$ cat src/rtl/vga_timing_pkg.sv
// Shared FSM states, default 640x480@60 timing and the sync-window helper
// used by the VGA timing generator.
package vga_timing_pkg;

    typedef enum logic [1:0] {
        IDLE  = 2'd0,
        RUN   = 2'd1,
        DRAIN = 2'd2
    } vga_state_t;

    localparam int DEF_H_DISPLAY = 640;
    localparam int DEF_H_FRONT   = 16;
    localparam int DEF_H_SYNC    = 96;
    localparam int DEF_H_BACK    = 48;
    localparam int DEF_V_DISPLAY = 480;
    localparam int DEF_V_BOTTOM  = 10;
    localparam int DEF_V_SYNC    = 2;
    localparam int DEF_V_TOP     = 33;

    function automatic logic in_sync_window(input logic [31:0] pos,
                                            input logic [31:0] sync_start,
                                            input logic [31:0] sync_end);
        return (pos >= sync_start) && (pos <= sync_end);
    endfunction

endpackage

$ cat src/rtl/vga_axis_counter.sv
// One timing axis: wrapping position counter with a registered sync level
// derived from the next position, so sync and position change together.
module vga_axis_counter
    import vga_timing_pkg::*;
#(
    parameter int POS_W = 10
) (
    input  logic             clk,
    input  logic             rst,
    input  logic             adv,
    input  logic             clr,
    input  logic [POS_W-1:0] max_pos,
    input  logic [POS_W-1:0] sync_start,
    input  logic [POS_W-1:0] sync_end,
    input  logic             sync_pol,
    output logic [POS_W-1:0] pos,
    output logic [POS_W-1:0] pos_nxt,
    output logic             sync_lvl,
    output logic             wrap
);

    assign wrap = (pos == max_pos);

    always_comb begin
        pos_nxt = pos;
        if (clr)
            pos_nxt = '0;
        else if (adv)
            pos_nxt = wrap ? '0 : pos + POS_W'(1);
    end

    always_ff @(posedge clk or posedge rst) begin
        if (rst) begin
            pos      <= '0;
            sync_lvl <= ~sync_pol;
        end else begin
            pos      <= pos_nxt;
            sync_lvl <= in_sync_window(32'(pos_nxt), 32'(sync_start), 32'(sync_end))
                        ? sync_pol : ~sync_pol;
        end
    end

endmodule

$ cat src/rtl/vga_timing_gen.sv
// Parametrised VGA sync/position generator with frame-boundary run/stop.
// Optional frame counter output enabled by defining VGA_FRAME_CNT_EN.
module vga_timing_gen
    import vga_timing_pkg::*;
#(
    parameter int H_DISPLAY  = DEF_H_DISPLAY,
    parameter int H_FRONT    = DEF_H_FRONT,
    parameter int H_SYNC     = DEF_H_SYNC,
    parameter int H_BACK     = DEF_H_BACK,
    parameter int V_DISPLAY  = DEF_V_DISPLAY,
    parameter int V_BOTTOM   = DEF_V_BOTTOM,
    parameter int V_SYNC     = DEF_V_SYNC,
    parameter int V_TOP      = DEF_V_TOP,
    parameter bit H_SYNC_POL = 1'b0,
    parameter bit V_SYNC_POL = 1'b0,
    parameter int CLK_DIV    = 1,
    parameter int POS_W      = 10
`ifdef VGA_FRAME_CNT_EN
    ,
    parameter int FRAME_W    = 16
`endif
) (
    input  logic             clk,
    input  logic             rst,
    input  logic             run,
    output logic             h_sync,
    output logic             v_sync,
    output logic             display_on,
    output logic [POS_W-1:0] h_pos,
    output logic [POS_W-1:0] v_pos,
    output logic             pix_stb,
    output logic             line_end,
    output logic             frame_end,
    output logic             busy
`ifdef VGA_FRAME_CNT_EN
    ,
    output logic [FRAME_W-1:0] frame_cnt
`endif
);

    localparam logic [POS_W-1:0] H_MAX  = POS_W'(H_DISPLAY + H_FRONT + H_SYNC + H_BACK - 1);
    localparam logic [POS_W-1:0] H_SS   = POS_W'(H_DISPLAY + H_FRONT);
    localparam logic [POS_W-1:0] H_SE   = POS_W'(H_DISPLAY + H_FRONT + H_SYNC - 1);
    localparam logic [POS_W-1:0] H_DISP = POS_W'(H_DISPLAY);
    localparam logic [POS_W-1:0] V_MAX  = POS_W'(V_DISPLAY + V_BOTTOM + V_SYNC + V_TOP - 1);
    localparam logic [POS_W-1:0] V_SS   = POS_W'(V_DISPLAY + V_BOTTOM);
    localparam logic [POS_W-1:0] V_SE   = POS_W'(V_DISPLAY + V_BOTTOM + V_SYNC - 1);
    localparam logic [POS_W-1:0] V_DISP = POS_W'(V_DISPLAY);
    localparam logic [3:0]       DIV_LAST = 4'(CLK_DIV - 1);

    vga_state_t       state, state_nxt;
    logic [3:0]       div, div_nxt;
    logic [POS_W-1:0] h_pos_nxt, v_pos_nxt;
    logic             h_wrap, v_wrap, clr;

    assign busy      = (state != IDLE);
    assign pix_stb   = busy && (div == DIV_LAST);
    assign line_end  = pix_stb && h_wrap;
    assign frame_end = line_end && v_wrap;
    assign clr       = (state == IDLE);

    vga_axis_counter #(.POS_W(POS_W)) u_h_axis (
        .clk(clk), .rst(rst), .adv(pix_stb), .clr(clr),
        .max_pos(H_MAX), .sync_start(H_SS), .sync_end(H_SE), .sync_pol(H_SYNC_POL),
        .pos(h_pos), .pos_nxt(h_pos_nxt), .sync_lvl(h_sync), .wrap(h_wrap)
    );

    vga_axis_counter #(.POS_W(POS_W)) u_v_axis (
        .clk(clk), .rst(rst), .adv(line_end), .clr(clr),
        .max_pos(V_MAX), .sync_start(V_SS), .sync_end(V_SE), .sync_pol(V_SYNC_POL),
        .pos(v_pos), .pos_nxt(v_pos_nxt), .sync_lvl(v_sync), .wrap(v_wrap)
    );

    // A stop request only takes effect at a frame boundary; re-raising run
    // while draining simply resumes the frame in progress.
    always_comb begin
        state_nxt = state;
        div_nxt   = (clr || pix_stb) ? 4'd0 : div + 4'd1;
        case (state)
            IDLE:    if (run) state_nxt = RUN;
            RUN:     if (!run) state_nxt = frame_end ? IDLE : DRAIN;
            DRAIN:   if (run) state_nxt = RUN;
                     else if (frame_end) state_nxt = IDLE;
            default: state_nxt = IDLE;
        endcase
    end

    always_ff @(posedge clk or posedge rst) begin
        if (rst) begin
            state      <= IDLE;
            div        <= 4'd0;
            display_on <= 1'b0;
        end else begin
            state      <= state_nxt;
            div        <= div_nxt;
            display_on <= (h_pos_nxt < H_DISP) && (v_pos_nxt < V_DISP) && (state_nxt != IDLE);
        end
    end

`ifdef VGA_FRAME_CNT_EN
    always_ff @(posedge clk or posedge rst) begin
        if (rst)
            frame_cnt <= '0;
        else if (frame_end)
            frame_cnt <= frame_cnt + FRAME_W'(1);
    end
`endif

endmodule

$ cat config.mk
export PLATFORM = sky130hd
export DESIGN_NAME = vga_timing_gen
export DESIGN_NICKNAME = d
export VERILOG_FILES = /design/src/rtl/vga_timing_pkg.sv /design/src/rtl/vga_axis_counter.sv /design/src/rtl/vga_timing_gen.sv
export SDC_FILE = /design/constraint.sdc
export NUM_CORES = 1
export LEC_CHECK = 0
export ABC_AREA = 1
export BUFFER_PORTS_ARGS = -buffer_cell sky130_fd_sc_hd__buf_2
export CORE_ASPECT_RATIO = 2
export CORE_MARGIN = 1.5
export CORE_UTILIZATION = 40
export DETAILED_ROUTE_END_ITERATION = 12
export HOLD_SLACK_MARGIN = 0.1
export PLACE_DENSITY = 0.56
export SLEW_MARGIN = 20
export SYNTH_ARGS = -nofsm -noshare
export SYNTH_HDL_FRONTEND = slang
export SYNTH_SLANG_ARGS = --single-unit
export TNS_END_PERCENT = 100
$ cat constraint.sdc
create_clock -name clk -period 4.17 [get_ports clk]
set_input_delay 0.834 -clock clk [delete_from_list [all_inputs] [get_ports clk]]
set_output_delay 0.834 -clock clk [all_outputs]
set_load 0.1 [all_outputs]
* After elaboration in Yosys (flattened, before gate mapping)
Index checks and enable logic that the tools add are counted.
** Word-level totals
- Register bits after elaboration :: 29
- Output and inout bits :: 27
- Word-level logic and storage cells :: 47
** Cells by class
- Add/subtract/negate cells :: 3
- Order comparisons :: 6
- Eq/ne operators :: 4
- Mux-type cells :: 15
- Reduce and logical (&&, ||, !) cells :: 12
** Operator list (number)
- two-way mux 10 bit :: 6
- adder 10 x 1 -> 10 bit, second input constant :: 2
- equality test 10 bit, second input constant :: 2
- greater-or-equal comparator 10 bit, second input constant :: 1
- greater-or-equal comparator 10 x 9 -> 1 bit, second input constant :: 1
- <= comparator 10 bit, second input constant :: 1
- <= comparator 10 x 9 -> 1 bit, second input constant :: 1
- < comparator 10 bit, second input constant :: 1
- < comparator 10 x 9 -> 1 bit, second input constant :: 1
- two-way mux 2 bit :: 5
- logical AND 1 bit :: 7
- one-hot mux 2 bit (3 select lines) :: 1
- adder 4 x 1 -> 4 bit, second input constant :: 1
- logical NOT 4 bit :: 1
- two-way mux 4 bit :: 1
- nonzero test 2 bit :: 2
- equality test 2 x 1 -> 1 bit, second input constant :: 1
- equality test 2 bit, second input constant :: 1
- logical NOT 2 bit :: 1
- two-way mux 1 bit :: 2
- logical OR 1 bit :: 1

* Logic depth before layout (Yosys ltp)
- Depth in word-level cells :: 9
- Depth in mapped cells :: 13
- Mapped depth without buffers :: 13

* Worst setup path after synthesis
OpenSTA, ideal clock, no wires.
- Path kind :: register to output
- From :: register u_h_axis.pos[1]
- To :: output port frame_end
- Arrival :: 2.324 ns
- Data required time :: 3.336 ns
- Slack :: 1.012 ns
- Stages on the path, launching flop included :: 6
- Path buffers :: 0
- Cells stage by stage :: dfrtp_1 ha_1 nand3_2 nor2_2 nand3_1 inv_1
** On the way
- Longest elaborated chain between the ends :: 3
** Ends and longest elaborated chain
- start, declared :: RTL line vga_axis_counter.sv:16 : output logic [POS_W-1:0] pos,
- start signal, assigned :: RTL line vga_axis_counter.sv:37 : pos <= pos_nxt;
- equality test 10 bit :: RTL line vga_axis_counter.sv:22 : assign wrap = (pos == max_pos);
- logical AND 1 bit :: RTL line vga_timing_gen.sv:58 : assign line_end = pix_stb && h_wrap;
- logical AND 1 bit :: RTL line vga_timing_gen.sv:59 : assign frame_end = line_end && v_wrap;
- end, declared :: RTL line vga_timing_gen.sv:33 : output logic frame_end,
No other way between the ends.

* Worst setup path after layout
- From :: register div[0]
- To :: output port frame_end
** On the way
- Longest elaborated chain between the ends :: 4
** Ends and longest elaborated chain
- start, declared :: RTL line vga_timing_gen.sv:52 : logic [3:0] div, div_nxt;
- start signal, assigned :: RTL line vga_timing_gen.sv:95 : div <= div_nxt;
- logical NOT 4 bit :: RTL line vga_timing_gen.sv:57 : assign pix_stb = busy && (div == DIV_LAST);
- logical AND 1 bit :: RTL line vga_timing_gen.sv:57
- logical AND 1 bit :: RTL line vga_timing_gen.sv:58
- logical AND 1 bit :: RTL line vga_timing_gen.sv:59
No other way between the ends.

==> metrics.md <==
| Metric | Value |
|---|---|
| Status | `finished, final reports clean` |
| Final Hold Fails | `0` |
| Drt pass-1 iters | `4` |
| Root Driver | `clkbuf_8` |
| DRC | `0` |
| Postcts setup bufs | `0` |
| Die W | `~52 um` |
| CTS sink cnt | `29` |
| Largest delay share family, worst path | `buffers and inverters` |
| Clock latency on the worst-skew pair | `between 0.2 and 0.3 ns` |
| Cts hold-fix bufs | `0` |
| Design Power | `0.000720 W` |
| Int Pwr | `0.000468 W` |
| EDFF count, synth | `0` |
| Slew Viols, Final | `0` |
| Synthesis warning total | `0` |
| Total gr overflow | `0` |
| Drt total wl | `4.73 mm` |
| First-pass GRT wire length | `between 7 and 8 mm` |
| Rows | `35` |
| Final Non-Filler Cells | `354` |
| FFs w/ async S/R, synth | `100%` |
| Switch Pwr | `0.000252 W` |
| Cell variety after synth | `34` |
| Ant diodes | `0` |
| H-tree depth | `2` |
| Final setup viols | `0` |
| Final Util | `48.2%` |
| Vias per cell | `approximately 5` |
| Critical path type | `reg2out` |
| Setup TNS | `0 ns` |
| CP Capture Type | `output port` |
| Placed Cells incl. Taps | `346` |
| First-iteration detailed-routing DRC count | `45` |
| Ys flop type | `dfrtp_1` |
| Lkg Pwr | `1.16 nW` |
| Initial antenna violation count | `0` |
| Final hold slack | `0.486 ns` |
| Sequential Power Share | `42.5%` |
| CP bufs+invs | `3` |
| Die Y | `100 um` |
| Flops & latches, synth | `29` |
| Die ar. | `a little over 0.005 mm2` |
| Worst path max stage delay | `0.42 ns` |
| Worst path slowest cell | `buf_2` |
| Sw Share | `between 30% and 40%` |
| Core footprint | `approximately 0.0046 mm2` |
| Clk pwr share | `35.4%` |
| RSZ-0062 raised after global routing | `false` |
| Post-DP HPWL | `roughly 3.7 mm` |
| # IOs | `30` |
| Syn_nets | `271` |
| Antenna Nets Post-Route | `0` |
| Vias in the first global route | `1,824` |
| Clk pin slew, worst setup/hold paths | `0.06 ns` |
| Fmax | `roughly 360 MHz` |
| Post-CTS sizing | `0` |
| WL/cell | `approximately 13 um` |
| Initial Utilization | `between 40 and 50%` |
| Fill cell count | `about 500` |
| Global Route Usage Sum | `20.7%` |
| Crit-path cells | `inv_1, ha_1, nand2_2, nor2_8, nand3_1, inv_1, buf_2` |
| Pin count of the biggest net entering global routing | `30` |
| Synthesis-to-layout area growth | `16.1%` |
| Max-cap viol count | `0` |
| Max FO, Critical Path | `16` |
| Port-buffer cells | `29` |
| Least-Margin Pin Slew | `~0.5 ns` |
| Worst setup SP type | `flop` |
| Average size of a mapped cell | `~7 um2` |
| Cell Area, Synth | `0.00189 mm2` |
| Layout cells sized above 1 | `23.7%` |
| Longest Clk Path Bufs | `2` |
| Gate count of the mapped netlist | `263` |
| Routed vias | `1,761` |
| VDD IR max | `roughly 0.31 mV` |
| HP Class | `reg2reg` |
| Comb pwr share | `22.1%` |
| Fin Clk Skew | `0.00644 ns` |
| Layout Nets | `slightly above 300` |
| Final Wtd Congestion | `0.811` |
| Cell mode on critical path | `inv_1` |
| Total CTS buffers | `5` |
| WP data arrival | `1.98 ns` |
| Crit share post-route | `~67%` |
| TritonCTS clock tree | `done` |
| WP data required | `3.34 ns` |
| Fin crit period | `approximately 2.8 ns` |
| Register area share after synthesis | `38.5%` |
| Headroom to the max-slew limit | `67.0%` |
| Pwr/cell area | `328 mW/mm2` |
Yosys cell counts (2+ instances only):
cell type  count  area [um2]
nand2_1       62         233
o21ai_0        3        15.0
nor2_4         2        22.5
nand2_2        3        18.8
nor2_8         2        40.0
nor3_1         5        25.0
nand3_1       29         145
nand4_1        3        18.8
inv_1         41         154
a21oi_1        3        15.0
inv_2          8        30.0
dfstp_2        2        52.6
o21ai_1        3        15.0
xor2_1         3        26.3
nand3_2        4        40.0
nor2_2         7        43.8
nor2_1        36         135
dfrtp_1       27         676
ha_1           5        62.6
routing by layer:
metal / GRT usage [%] / wire length, um / up-vias
met5: 0 / 0 / -
met4: 10.1 / 140 / 0
met3: 2.23 / 110 / 12
met2: 41.1 / 2820 / 34
met1: 19.6 / 1660 / 825
li1: - / - / 890
cell type report:
class                           instances  area [um2]  area share (%)
Clock buffer                            7        96.3            4.39
Clock inverter                          1        5.00           0.228
Inverter                               49         184            8.38
Multi-Input combinational cell        183         961            43.8
Sequential cell                        29         728            33.2
Tap cell                               55        68.8            3.13
Timing Repair Buffer                   30         153            6.95
registers in the layout (all words and copies together), names as in the netlist:
register           cells
state                  2
display_on             1
div                    4
u_v_axis.pos          10
u_v_axis.sync_lvl      1
u_h_axis.sync_lvl      1
u_h_axis.pos          10
worst paths after layout:
check / slack (ns) / end / depth (start not counted) / from
max in group asynchronous: 3.24 / u_v_axis.sync_lvl / 3 / rst
hold / removal: 0.49 / div[0] / 1 / div[0]
setup reg to reg: 2.26 / u_v_axis.sync_lvl / 11 / div[0]
hold reg to reg: 0.49 / div[0] / 1 / div[0]
min in group asynchronous: 0.61 / state[1] / 3 / rst
setup / recovery: 1.36 / frame_end / 7 / div[0]
power groups by stage:
stage / logic (W) / registers (W) / clock network (W)
after floorplan: 0.0000679 / 0.000375 / 0
after global placement: 0.000160 / 0.000310 / 0
after detailed placement: 0.000160 / 0.000311 / 0
after CTS: 0.000160 / 0.000306 / 0.000264
after global routing: 0.000168 / 0.000308 / 0.000271
final: 0.000159 / 0.000306 / 0.000255
cells in the final DEF (no fill, tap or decap), types with 4 or more instances in the layout:
cell	instances
dfrtp_1	27
nand3_2	4
buf_2	29
inv_2	8
inv_1	41
nor2_1	36
nand2_1	62
nor3_1	5
ha_1	5
nor2_2	7
nand3_1	29
clkbuf_8	7
stage by stage:
| stage | setup WS (ns) | area [um2] |
|---|---|---|
| finish | 1.36 | 2200 |
| detailed placement | 1.63 | 2090 |
| global placement | 1.69 | 2090 |
| floorplan | 1.01 | 1890 |
| CTS | 1.32 | 2200 |
| global route | 1.23 | 2200 |
cell families (layout without fill, tap and decap cells):
group | Yosys count | count (layout) | synth area share, %
and+or+nand+nor | 161 | 161 | 41.7
AOI/OAI and AO/OA | 13 | 13 | 3.97
xor gates and xnor gates | 4 | 4 | 1.85
adders and majority gates | 5 | 5 | 3.31
DFF | 29 | 29 | 38.5
buffers and inverters | 51 | 87 | 10.7
Power figures use the tool's default switching activity.
